File: config.mk
export PLATFORM = sky130hd
export DESIGN_NAME = bitserial_alu_issue_flat
export DESIGN_NICKNAME = d
export VERILOG_FILES = /design/src/rtl/bitserial_alu_issue_if.sv /design/src/rtl/bitserial_alu_issue.sv /design/src/flat_wrapper.sv
export SDC_FILE = /design/constraint.sdc
export NUM_CORES = 1
export LEC_CHECK = 0
export ABC_AREA = 1
export CAP_MARGIN = 20
export CORE_ASPECT_RATIO = 0.8
export CORE_MARGIN = 2
export CORE_UTILIZATION = 43
export DETAILED_ROUTE_END_ITERATION = 12
export PLACE_DENSITY = 0.95
export SETUP_SLACK_MARGIN = 0.02
export SYNTH_ARGS = -nofsm -noshare
export SYNTH_HDL_FRONTEND = slang
export SYNTH_SLANG_ARGS = --single-unit
File: constraint.sdc
create_clock -name clk -period 2.3 [get_ports clk]
set_input_delay 0.69 -clock clk [delete_from_list [all_inputs] [get_ports clk]]
set_output_delay 0.69 -clock clk [all_outputs]
set_load 0.05 [all_outputs]
File: src/rtl/bitserial_alu_issue_if.sv
// Handshake bundle for the bit-serial ALU issue stage: decode request, writeback
// response and the start/done link to the ALU. "master" is the issue-stage side.
interface bitserial_alu_issue_if #(
    parameter int unsigned TAG_W = 5
);
    logic             req_valid;
    logic             req_ready;
    logic [2:0]       req_funct3;
    logic             req_funct7b5;
    logic             req_is_imm;
    logic [TAG_W-1:0] req_rd;
    logic [31:0]      req_a;
    logic [31:0]      req_b;

    logic             rsp_valid;
    logic             rsp_ready;
    logic [TAG_W-1:0] rsp_rd;
    logic [31:0]      rsp_result;
    logic             rsp_err;

    logic             alu_start;
    logic [3:0]       alu_op;
    logic [31:0]      alu_a;
    logic [31:0]      alu_b;
    logic [31:0]      alu_result;
    logic             alu_done;

    logic             busy;

    modport master (
        input  req_valid, req_funct3, req_funct7b5, req_is_imm, req_rd, req_a, req_b,
        output req_ready,
        output rsp_valid, rsp_rd, rsp_result, rsp_err,
        input  rsp_ready,
        output alu_start, alu_op, alu_a, alu_b,
        input  alu_result, alu_done,
        output busy
    );

    modport slave (
        output req_valid, req_funct3, req_funct7b5, req_is_imm, req_rd, req_a, req_b,
        input  req_ready,
        input  rsp_valid, rsp_rd, rsp_result, rsp_err,
        output rsp_ready,
        input  alu_start, alu_op, alu_a, alu_b,
        output alu_result, alu_done,
        input  busy
    );
endinterface

File: src/rtl/bitserial_alu_issue.sv
// Issue stage in front of a bit-serial ALU: one RV32I op at a time, SLT/SLTU derived from SUB.
// Optional macro ALU_TIMEOUT_EN adds a WAIT watchdog (TIMEOUT_CYCLES) that flags rsp_err.
//
// state  | meaning
// IDLE   | ready for a request
// ISSUE  | operands/op latched, alu_start pulsed
// WAIT   | waiting for alu_done (or watchdog expiry)
// RESP   | response held until rsp_ready
module bitserial_alu_issue #(
    parameter int unsigned TAG_W = 5
`ifdef ALU_TIMEOUT_EN
    , parameter int unsigned TIMEOUT_CYCLES = 64
`endif
) (
    input  logic                    clk,
    input  logic                    rstn,
    bitserial_alu_issue_if.master   bus
);
    localparam logic [3:0] OP_ADD = 4'd0;
    localparam logic [3:0] OP_SUB = 4'd1;
    localparam logic [3:0] OP_AND = 4'd2;
    localparam logic [3:0] OP_OR  = 4'd3;
    localparam logic [3:0] OP_XOR = 4'd4;
    localparam logic [3:0] OP_SLL = 4'd5;
    localparam logic [3:0] OP_SRL = 4'd6;
    localparam logic [3:0] OP_SRA = 4'd7;

    typedef enum logic [1:0] {ST_IDLE, ST_ISSUE, ST_WAIT, ST_RESP} state_t;
    typedef enum logic [1:0] {PP_NONE, PP_SLT, PP_SLTU} pp_t;

    state_t           state_q, state_d;
    pp_t              pp_q, dec_pp;
    logic [3:0]       op_q, dec_op;
    logic [TAG_W-1:0] rd_q;
    logic [31:0]      a_q, b_q, result_q;
    logic             slt_bit;
    logic             timeout;

    always_comb begin
        dec_op = OP_ADD;
        dec_pp = PP_NONE;
        case (bus.req_funct3)
            3'b000: dec_op = (bus.req_funct7b5 && !bus.req_is_imm) ? OP_SUB : OP_ADD;
            3'b001: dec_op = OP_SLL;
            3'b010: begin dec_op = OP_SUB; dec_pp = PP_SLT;  end
            3'b011: begin dec_op = OP_SUB; dec_pp = PP_SLTU; end
            3'b100: dec_op = OP_XOR;
            3'b101: dec_op = bus.req_funct7b5 ? OP_SRA : OP_SRL;
            3'b110: dec_op = OP_OR;
            default: dec_op = OP_AND;
        endcase
    end

    // On differing signs the SUB result can overflow, so the operand sign decides.
    assign slt_bit = (a_q[31] != b_q[31]) ? ((pp_q == PP_SLT) ? a_q[31] : b_q[31])
                                          : bus.alu_result[31];

`ifdef ALU_TIMEOUT_EN
    localparam int unsigned CNT_W = (TIMEOUT_CYCLES > 1) ? $clog2(TIMEOUT_CYCLES) : 1;
    logic [CNT_W-1:0] cnt_q;
    logic             err_q;

    assign timeout = (cnt_q == CNT_W'(TIMEOUT_CYCLES - 1));

    always_ff @(posedge clk or negedge rstn) begin
        if (!rstn) begin
            cnt_q <= '0;
            err_q <= 1'b0;
        end else begin
            case (state_q)
                ST_ISSUE: begin
                    cnt_q <= '0;
                    err_q <= 1'b0;
                end
                ST_WAIT: begin
                    if (bus.alu_done) err_q <= 1'b0;
                    else if (timeout) err_q <= 1'b1;
                    else              cnt_q <= cnt_q + 1'b1;
                end
                default: ;
            endcase
        end
    end

    assign bus.rsp_err = err_q;
`else
    assign timeout     = 1'b0;
    assign bus.rsp_err = 1'b0;
`endif

    always_ff @(posedge clk or negedge rstn) begin
        if (!rstn) state_q <= ST_IDLE;
        else       state_q <= state_d;
    end

    always_comb begin
        state_d = state_q;
        case (state_q)
            ST_IDLE:  if (bus.req_valid) state_d = ST_ISSUE;
            ST_ISSUE: state_d = ST_WAIT;
            ST_WAIT:  if (bus.alu_done || timeout) state_d = ST_RESP;
            default:  if (bus.rsp_ready) state_d = ST_IDLE;
        endcase
    end

    always_comb begin
        bus.req_ready = (state_q == ST_IDLE);
        bus.busy      = (state_q != ST_IDLE);
        bus.alu_start = (state_q == ST_ISSUE);
        bus.rsp_valid = (state_q == ST_RESP);
    end

    always_ff @(posedge clk or negedge rstn) begin
        if (!rstn) begin
            rd_q     <= '0;
            op_q     <= OP_ADD;
            pp_q     <= PP_NONE;
            a_q      <= '0;
            b_q      <= '0;
            result_q <= '0;
        end else begin
            case (state_q)
                ST_IDLE: begin
                    if (bus.req_valid) begin
                        rd_q <= bus.req_rd;
                        op_q <= dec_op;
                        pp_q <= dec_pp;
                        a_q  <= bus.req_a;
                        b_q  <= bus.req_b;
                    end
                end
                ST_WAIT: begin
                    if (bus.alu_done)
                        result_q <= (pp_q == PP_NONE) ? bus.alu_result : {31'b0, slt_bit};
                    else if (timeout)
                        result_q <= '0;
                end
                default: ;
            endcase
        end
    end

    assign bus.rsp_rd     = rd_q;
    assign bus.rsp_result = result_q;
    assign bus.alu_op     = op_q;
    assign bus.alu_a      = a_q;
    assign bus.alu_b      = b_q;
endmodule

File: src/flat_wrapper.sv
// flat-port wrapper written by rule: the top's interface ports become plain ports
module bitserial_alu_issue_flat 
#(
    parameter int unsigned TAG_W = 5

)
  (clk, rstn, bus_req_valid, bus_req_funct3, bus_req_funct7b5, bus_req_is_imm, bus_req_rd, bus_req_a, bus_req_b, bus_req_ready, bus_rsp_valid, bus_rsp_rd, bus_rsp_result, bus_rsp_err, bus_rsp_ready, bus_alu_start, bus_alu_op, bus_alu_a, bus_alu_b, bus_alu_result, bus_alu_done, bus_busy);
  bitserial_alu_issue_if #(.TAG_W(TAG_W)) bus_i ();
  input  logic clk;
  input  logic rstn;
  input wire logic [$bits(bus_i.req_valid)-1:0] bus_req_valid;
  input wire logic [$bits(bus_i.req_funct3)-1:0] bus_req_funct3;
  input wire logic [$bits(bus_i.req_funct7b5)-1:0] bus_req_funct7b5;
  input wire logic [$bits(bus_i.req_is_imm)-1:0] bus_req_is_imm;
  input wire logic [$bits(bus_i.req_rd)-1:0] bus_req_rd;
  input wire logic [$bits(bus_i.req_a)-1:0] bus_req_a;
  input wire logic [$bits(bus_i.req_b)-1:0] bus_req_b;
  output wire logic [$bits(bus_i.req_ready)-1:0] bus_req_ready;
  output wire logic [$bits(bus_i.rsp_valid)-1:0] bus_rsp_valid;
  output wire logic [$bits(bus_i.rsp_rd)-1:0] bus_rsp_rd;
  output wire logic [$bits(bus_i.rsp_result)-1:0] bus_rsp_result;
  output wire logic [$bits(bus_i.rsp_err)-1:0] bus_rsp_err;
  input wire logic [$bits(bus_i.rsp_ready)-1:0] bus_rsp_ready;
  output wire logic [$bits(bus_i.alu_start)-1:0] bus_alu_start;
  output wire logic [$bits(bus_i.alu_op)-1:0] bus_alu_op;
  output wire logic [$bits(bus_i.alu_a)-1:0] bus_alu_a;
  output wire logic [$bits(bus_i.alu_b)-1:0] bus_alu_b;
  input wire logic [$bits(bus_i.alu_result)-1:0] bus_alu_result;
  input wire logic [$bits(bus_i.alu_done)-1:0] bus_alu_done;
  output wire logic [$bits(bus_i.busy)-1:0] bus_busy;
  assign bus_i.req_valid = bus_req_valid;
  assign bus_i.req_funct3 = bus_req_funct3;
  assign bus_i.req_funct7b5 = bus_req_funct7b5;
  assign bus_i.req_is_imm = bus_req_is_imm;
  assign bus_i.req_rd = bus_req_rd;
  assign bus_i.req_a = bus_req_a;
  assign bus_i.req_b = bus_req_b;
  assign bus_req_ready = bus_i.req_ready;
  assign bus_rsp_valid = bus_i.rsp_valid;
  assign bus_rsp_rd = bus_i.rsp_rd;
  assign bus_rsp_result = bus_i.rsp_result;
  assign bus_rsp_err = bus_i.rsp_err;
  assign bus_i.rsp_ready = bus_rsp_ready;
  assign bus_alu_start = bus_i.alu_start;
  assign bus_alu_op = bus_i.alu_op;
  assign bus_alu_a = bus_i.alu_a;
  assign bus_alu_b = bus_i.alu_b;
  assign bus_i.alu_result = bus_alu_result;
  assign bus_i.alu_done = bus_alu_done;
  assign bus_busy = bus_i.busy;
  bitserial_alu_issue #(.TAG_W(TAG_W)) u_core (.clk(clk), .rstn(rstn), .bus(bus_i));
endmodule
==> impl_results.md, run 1 <==
* # DRC at 0
* P&R area growth vs syn at 60.3%
* Max IR drop VDD at 0.00107 V
* Max layer used: met4
* Worst EP arrival at 1540 ps
* DIE WIDTH at 117 microns
* Slew Limit Fails at 0
* DRT iter0 DRCs at 182
* Max-cap violations at 0
* Top cells by area, synth: dfrtp_1 (62%), nand2_1 (26%), nand3_1 (4.1%)
* Final GP Congestion at 0.757
* Met2 wire length at 6170 microns
* Overall Global Routing Usage at 0.227
* Clock net sink count at ~110
* Initial Utilization at 0.447
* Max-slew headroom at 0.610
* Boundary Pins at ~220
* Met3 wire len at between 900 and 1000 microns
* CP max stage delay at 820 ps
* Gr ovfl total at 0
* Synth top cells by count: nand2_1 (297), dfrtp_1 (108), nand3_1 (36), inv_1 (16), buf_2 (10)
* Yosys cell types at 16
* Pwr per Cell Area at around 1700 mW/mm^2
* Synthesis Warnings at 0
* Final Util at 0.716
* Outcome: finished, final reports clean
* Post-synth top area cell: dfrtp_1
* Layout cell share with drive strength beyond 1 at 0.0468
* Most common cell in the netlist: nand2_1
* Crit path capture type: primary output
* Port Buffers at 218
* M1 WL at approximately 5000 microns
* Syn avg cell area at 8.61 sq um
* CTS tree: yes
* Clk Latency, worst-skew pair at approximately 340 ps
* # diodes at 0
* Final Hold Viols at 0
* Total CTS buffers at 9
* H-Tree Depth at 3
* Layout Skew at 11.3 ps
* Cell Area, Placed at 0.00670 sq mm
* Vias in the first global route at 4222
* CTS Root Cell: clkbuf_16
* WL final at 12400 microns
* CORE AREA at 0.00977 sq mm
* First-pass GRT wire length at between 15000 and 20000 microns
* Critical path, cell by cell: clkdlybuf4s50_1
* Hold WC Path Type: in -> async
* Lkg Pwr at about 3.5 nW
* Cell Rows at 32
* Non-filler cells, final at roughly 860
* Crit-path max FO at 2
* Chip height at ~94 microns
* Antenna violations before repair at 0
* Max Fclk at 449 MHz
* FFs w/ async S/R, synth at 1.00
* Nets at 838
* CP startpoint kind: flip-flop
* Routed vias/inst at ~4.8
* Synth top area share at 0.619
* Most frequently used flop master after synthesis: dfrtp_1
* Largest net degree at the start of global routing at about 110
* Slowest-stage cell, CP: clkdlybuf4s50_1
* CP Buf/Inv Count at 1
* RSZ-0062 raised after global routing: false
* # hold bufs at CTS at 0
* Final Total Pwr at 11.7 mW
* Post-CTS Setup Repair Bufs at 0
* Setup TNS at 0 ps
* Wire per inst at 14.4 microns
* Synth Cell Area at 0.00436 sq mm
* Setup violators final at 0
* Final period util at 0.969
* Design area at 0.00700 sq mm
* ANT nets after route at 0
* Crit path time final at 2230 ps
* Setup CP Type: reg -> out
* Post-Place Cells at 847
* Cells after synthesis at 507
* Largest buffer count on any clock path at 2
* Post-synthesis sequential area ratio at 0.619
* Critical path's top delay family: buffers and inverters
* Post-DP HPWL at 9120 microns
* Die area at between 0.01 and 0.015 sq mm
* Place WS at 299 ps
* Reg clk slew, reported paths at 80 ps
* Crit path required time at roughly 1600 ps
* Number of flops mapped to enable cells by yosys at 0
* Hold slack at 400 ps
* Post-layout worst setup margin at just over 70 ps
* Total number of vias at between 4000 and 5000
* Initial DRT Pass Iterations at 4
* Measured slew at the worst slew-check pin at just under 600 ps
* #FFs+latches synth at ~110
## cell families after synthesis
| logic type | after synthesis | share of synthesized area |
|---|---|---|
| buf+inv | 43 | 0.0502 |
| compound gates | 8 | 0.0100 |
| simple gates | 342 | 0.305 |
| other cells | 1 | 0.000860 |
| flops | 108 | 0.619 |
| fa+ha+maj | 5 | 0.0143 |
## layout by cell type, fill, tap and decap left out
cell,Yosys,layout
o22ai_1,1,1
o31ai_1,1,1
clkdlybuf4s50_1,0,208
nor2_1,8,7
o21ai_0,6,6
clkinv_4,0,1
clkbuf_8,0,1
inv_6,0,2
inv_1,16,16
nand2_2,1,1
clkinvlp_4,0,1
conb_1,1,2
nand3_1,36,36
ha_1,5,5
buf_4,2,11
dfrtp_1,108,108
inv_2,1,1
nand2_1,297,297
inv_8,0,1
nor2_2,0,1
buf_12,0,5
clkbuf_16,0,9
dlymetal6s2s_1,0,5
## power breakdown
part,total (mW),switching [mW],internal [mW]
registers,3.29,0.525,2.77
clock network,1.48,0.708,0.777
logic,6.97,4.73,2.24
total,11.7,5.96,5.78
## state kept, by name, indices dropped and copies added, names as in the netlist
name	count
u_core.bus.rsp_rd	5
u_core.bus.alu_a	32
u_core.bus.alu_b	32
u_core.bus.rsp_result	32
u_core.bus.alu_op	3
u_core.state_q	2
u_core.pp_q	2
## metal layers
metal,up-vias,track usage
li1,1969,-
met3,27,0.0774
met1,1953,0.262
met2,185,0.400
met5,-,0
met4,0,0.0706
## final timing paths
kind,from,endpoint,slack [ps],cells after the start
worst min register to register,u_core.bus.rsp_result[6],u_core.bus.rsp_result[6],480,2
max in group asynchronous,rstn,u_core.state_q[0],1430,2
worst max register to register,u_core.state_q[0],u_core.bus.rsp_rd[4],670,6
worst min-delay path,rstn,u_core.bus.alu_a[23],400,2
min in group clk,u_core.bus.rsp_result[6],u_core.bus.rsp_result[6],480,2
worst max-delay path,u_core.bus.alu_b[2],bus_alu_b[2],70,1
## layout make-up
| class | instances | area (sq um) |
|---|---|---|
| Fill cell | 721 | 2770 |
| Sequential cell | 108 | 2700 |
| Timing Repair Buffer | 229 | 2330 |
| Multi-Input combinational cell | 357 | 1450 |
| Clock buffer | 10 | 239 |
| Tap cell | 136 | 170 |
| Inverter | 17 | 63.8 |
| Clock inverter | 5 | 45.0 |
## timing repair
action / CTS / global route
endpoints found under the setup margin: 0 / 5
gates resized for setup: 0 / 5
endpoints found under the hold margin: 0 / 0
Power figures use the tool's default switching activity.
==> inputs of run 2 (changes only) <==
Settings changed: CORE_UTILIZATION 43 to 40, PLACE_DENSITY 0.95 to 0.9.
Clock period 2.3 ns to 2.4 ns, I/O delays scaled along.
==> impl_results.md, run 2 (synthesis results as in run 1) <==
* Total of fill cells in the finished design at 845 (was 721)
* Clk Latency, worst-skew pair at 340 ps (about the same)
* CTS Root Cell: clkbuf_16 (unchanged)
* Outcome: finished, final reports clean (unchanged)
* Wire per inst at 13.8 microns (was 14.4 microns)
* Most frequent cells in the layout: nand2_1 (297), clkdlybuf4s50_1 (213), dfrtp_1 (108) (was nand2_1 (297), clkdlybuf4s50_1 (208), dfrtp_1 (108))
* CTS tree: yes (unchanged)
* Final GP Congestion at 0.846 (was 0.757)
* Largest buffer count on any clock path at 2 (unchanged)
* Pwr per Cell Area at 1600 mW/mm^2 (was 1680 mW/mm^2)
* Critical path's top delay family: buffers and inverters (unchanged)
* Max Fclk at roughly 440 MHz
* Place WS at 333 ps (was 299 ps)
* Final period util at 0.951
* Vias in the first global route at 4024 (was 4222)
* Slowest-stage cell, CP: clkdlybuf4s50_1 (unchanged)
* Setup CP Type: reg -> out (unchanged)
* Crit path time final at 2280 ps
* # hold bufs at CTS at 0 (unchanged)
* Hold WC Path Type: in -> async (unchanged)
* Overall Global Routing Usage at 0.207 (was 0.227)
* Post-DP HPWL at 8780 microns (was 9120 microns)
* P&R area growth vs syn at 59.2% (was 60.3%)
* Max IR drop VDD at 0.000920 V (was 0.00107 V)
* Layout cell share with drive strength beyond 1 at 0.0402 (was 0.0468)
* # DRC at 0 (unchanged)
* Post-CTS Setup Repair Bufs at 0 (unchanged)
* Nets at 835 (was 838)
* Measured slew at the worst slew-check pin at 536 ps (was 585 ps)
* Initial Utilization at 0.405 (was 0.447)
* Setup violators final at 0 (unchanged)
* Crit path required time at 1680 ps (was 1610 ps)
* Boundary Pins at 221 (unchanged)
* Final Total Pwr at 11.1 mW (was 11.7 mW)
* Layout Skew at 7.85 ps (was 11.3 ps)
* Multi-input logic area at 0.00145 sq mm (unchanged)
* Post-layout worst setup margin at 117 ps (was 70.9 ps)
* Slew Limit Fails at 0 (unchanged)
* DIE WIDTH at 121 microns (was 117 microns)
* CP max stage delay at 830 ps (was 820 ps)
* H-Tree Depth at 3 (unchanged)
* Critical path, cell by cell: clkdlybuf4s50_1 (unchanged)
* Initial DRT Pass Iterations at 5 (was 4)
* Total number of vias at 4094 (was 4134)
* Gr ovfl total at 0 (unchanged)
* # resized after CTS at 0 (unchanged)
* Clock net sink count at 108 (unchanged)
* Largest net degree at the start of global routing at 73 (was 109)
* Final Hold Viols at 0 (unchanged)
* Crit path capture type: primary output (unchanged)
* First-pass GRT wire length at 19600 microns (was 19400 microns)
* Cell Rows at 34 (was 32)
* Worst EP arrival at 1560 ps (was 1540 ps)
* CP startpoint kind: flip-flop (unchanged)
* Antenna violations before repair at 1 (was 0)
* Crit-path max FO at 2 (unchanged)
* Most common cell after layout, fill and taps aside: nand2_1 (unchanged)
* Port Buffers at 218 (unchanged)
* Routed vias/inst at 4.72 (was 4.80)
* Chip height at 97.4 microns (was 94.1 microns)
* Lkg Pwr at 3.45 nW (was 3.54 nW)
* WL final at 12000 microns (was 12400 microns)
* Reg clk slew, reported paths at 70 ps (was 80 ps)
* Die area at 0.0118 sq mm (was 0.0110 sq mm)
* Max-slew headroom at 0.642 (was 0.610)
* CORE AREA at 0.0108 sq mm (was 0.00977 sq mm)
* Setup TNS at 0 ps (unchanged)
* CP Buf/Inv Count at 1 (unchanged)
* Sequential cell area at 0.00270 sq mm (unchanged)
* Total CTS buffers at 9 (unchanged)
* DRT iter0 DRCs at 209 (was 182)
* Max-cap violations at 0 (unchanged)
* RSZ-0062 raised after global routing: false (unchanged)
* ANT nets after route at 0 (unchanged)
* Hold slack at 276 ps (was 400 ps)
run 2: cell types whose count changed in the layout (fill, tap and decap cells not counted), sizes merged:
| cell | before | now |
|---|---|---|
| inv | 20 | 17 |
| buf | 16 | 13 |
| bufinv | 0 | 1 |
| dlymetal6s2s | 5 | 0 |
| diode | 0 | 1 |
| clkdlybuf4s50 | 208 | 213 |
| clkinvlp | 1 | 3 |
| clkinv | 1 | 0 |
run 2: worst paths after layout:
kind | startpoint | to | slack, ps | depth (start not counted)
worst max-delay path | u_core.bus.rsp_rd[0] | bus_rsp_rd[0] | 120 | 1
worst min-delay path | rstn | u_core.bus.rsp_result[4] | 280 | 1
worst max register to register | u_core.state_q[0] | u_core.bus.rsp_result[0] | 810 | 9
worst min register to register | u_core.bus.alu_a[30] | u_core.bus.alu_a[30] | 480 | 2
max in group asynchronous | rstn | u_core.bus.alu_a[17] | 1450 | 2
min in group clk | u_core.bus.alu_a[30] | u_core.bus.alu_a[30] | 480 | 2
run 2: area by class of cell:
class,count,area share
sequential,108,0.389
timing repair buffer,226,0.326
multi-input combinational,357,0.208
clock buffer,10,0.0330
tap,144,0.0259
inverter,17,0.00919
clock inverter,4,0.00757
antenna,1,0.000360
run 2: report_power, final:
group	internal (mW)	switching, mW
logic	2.07	4.48
clock network	0.798	0.625
registers	2.66	0.510
run 2: per-stage QoR:
stage	util	instances	instance area [sq um]
detailed placement	0.619	852	6660
CTS	0.645	866	6940
floorplan	-	508	4370
finish	0.645	867	6950
global route	0.645	867	6950
global placement	0.619	852	6660
run 2: metal layers:
layer | GRT usage | vias up | routed length (microns)
met4 | 0.0564 | 0 | 139
met1 | 0.261 | 1901 | 4940
met3 | 0.0763 | 8 | 1280
li1 | - | 1964 | -
met2 | 0.338 | 221 | 5600
met5 | 0 | - | 0
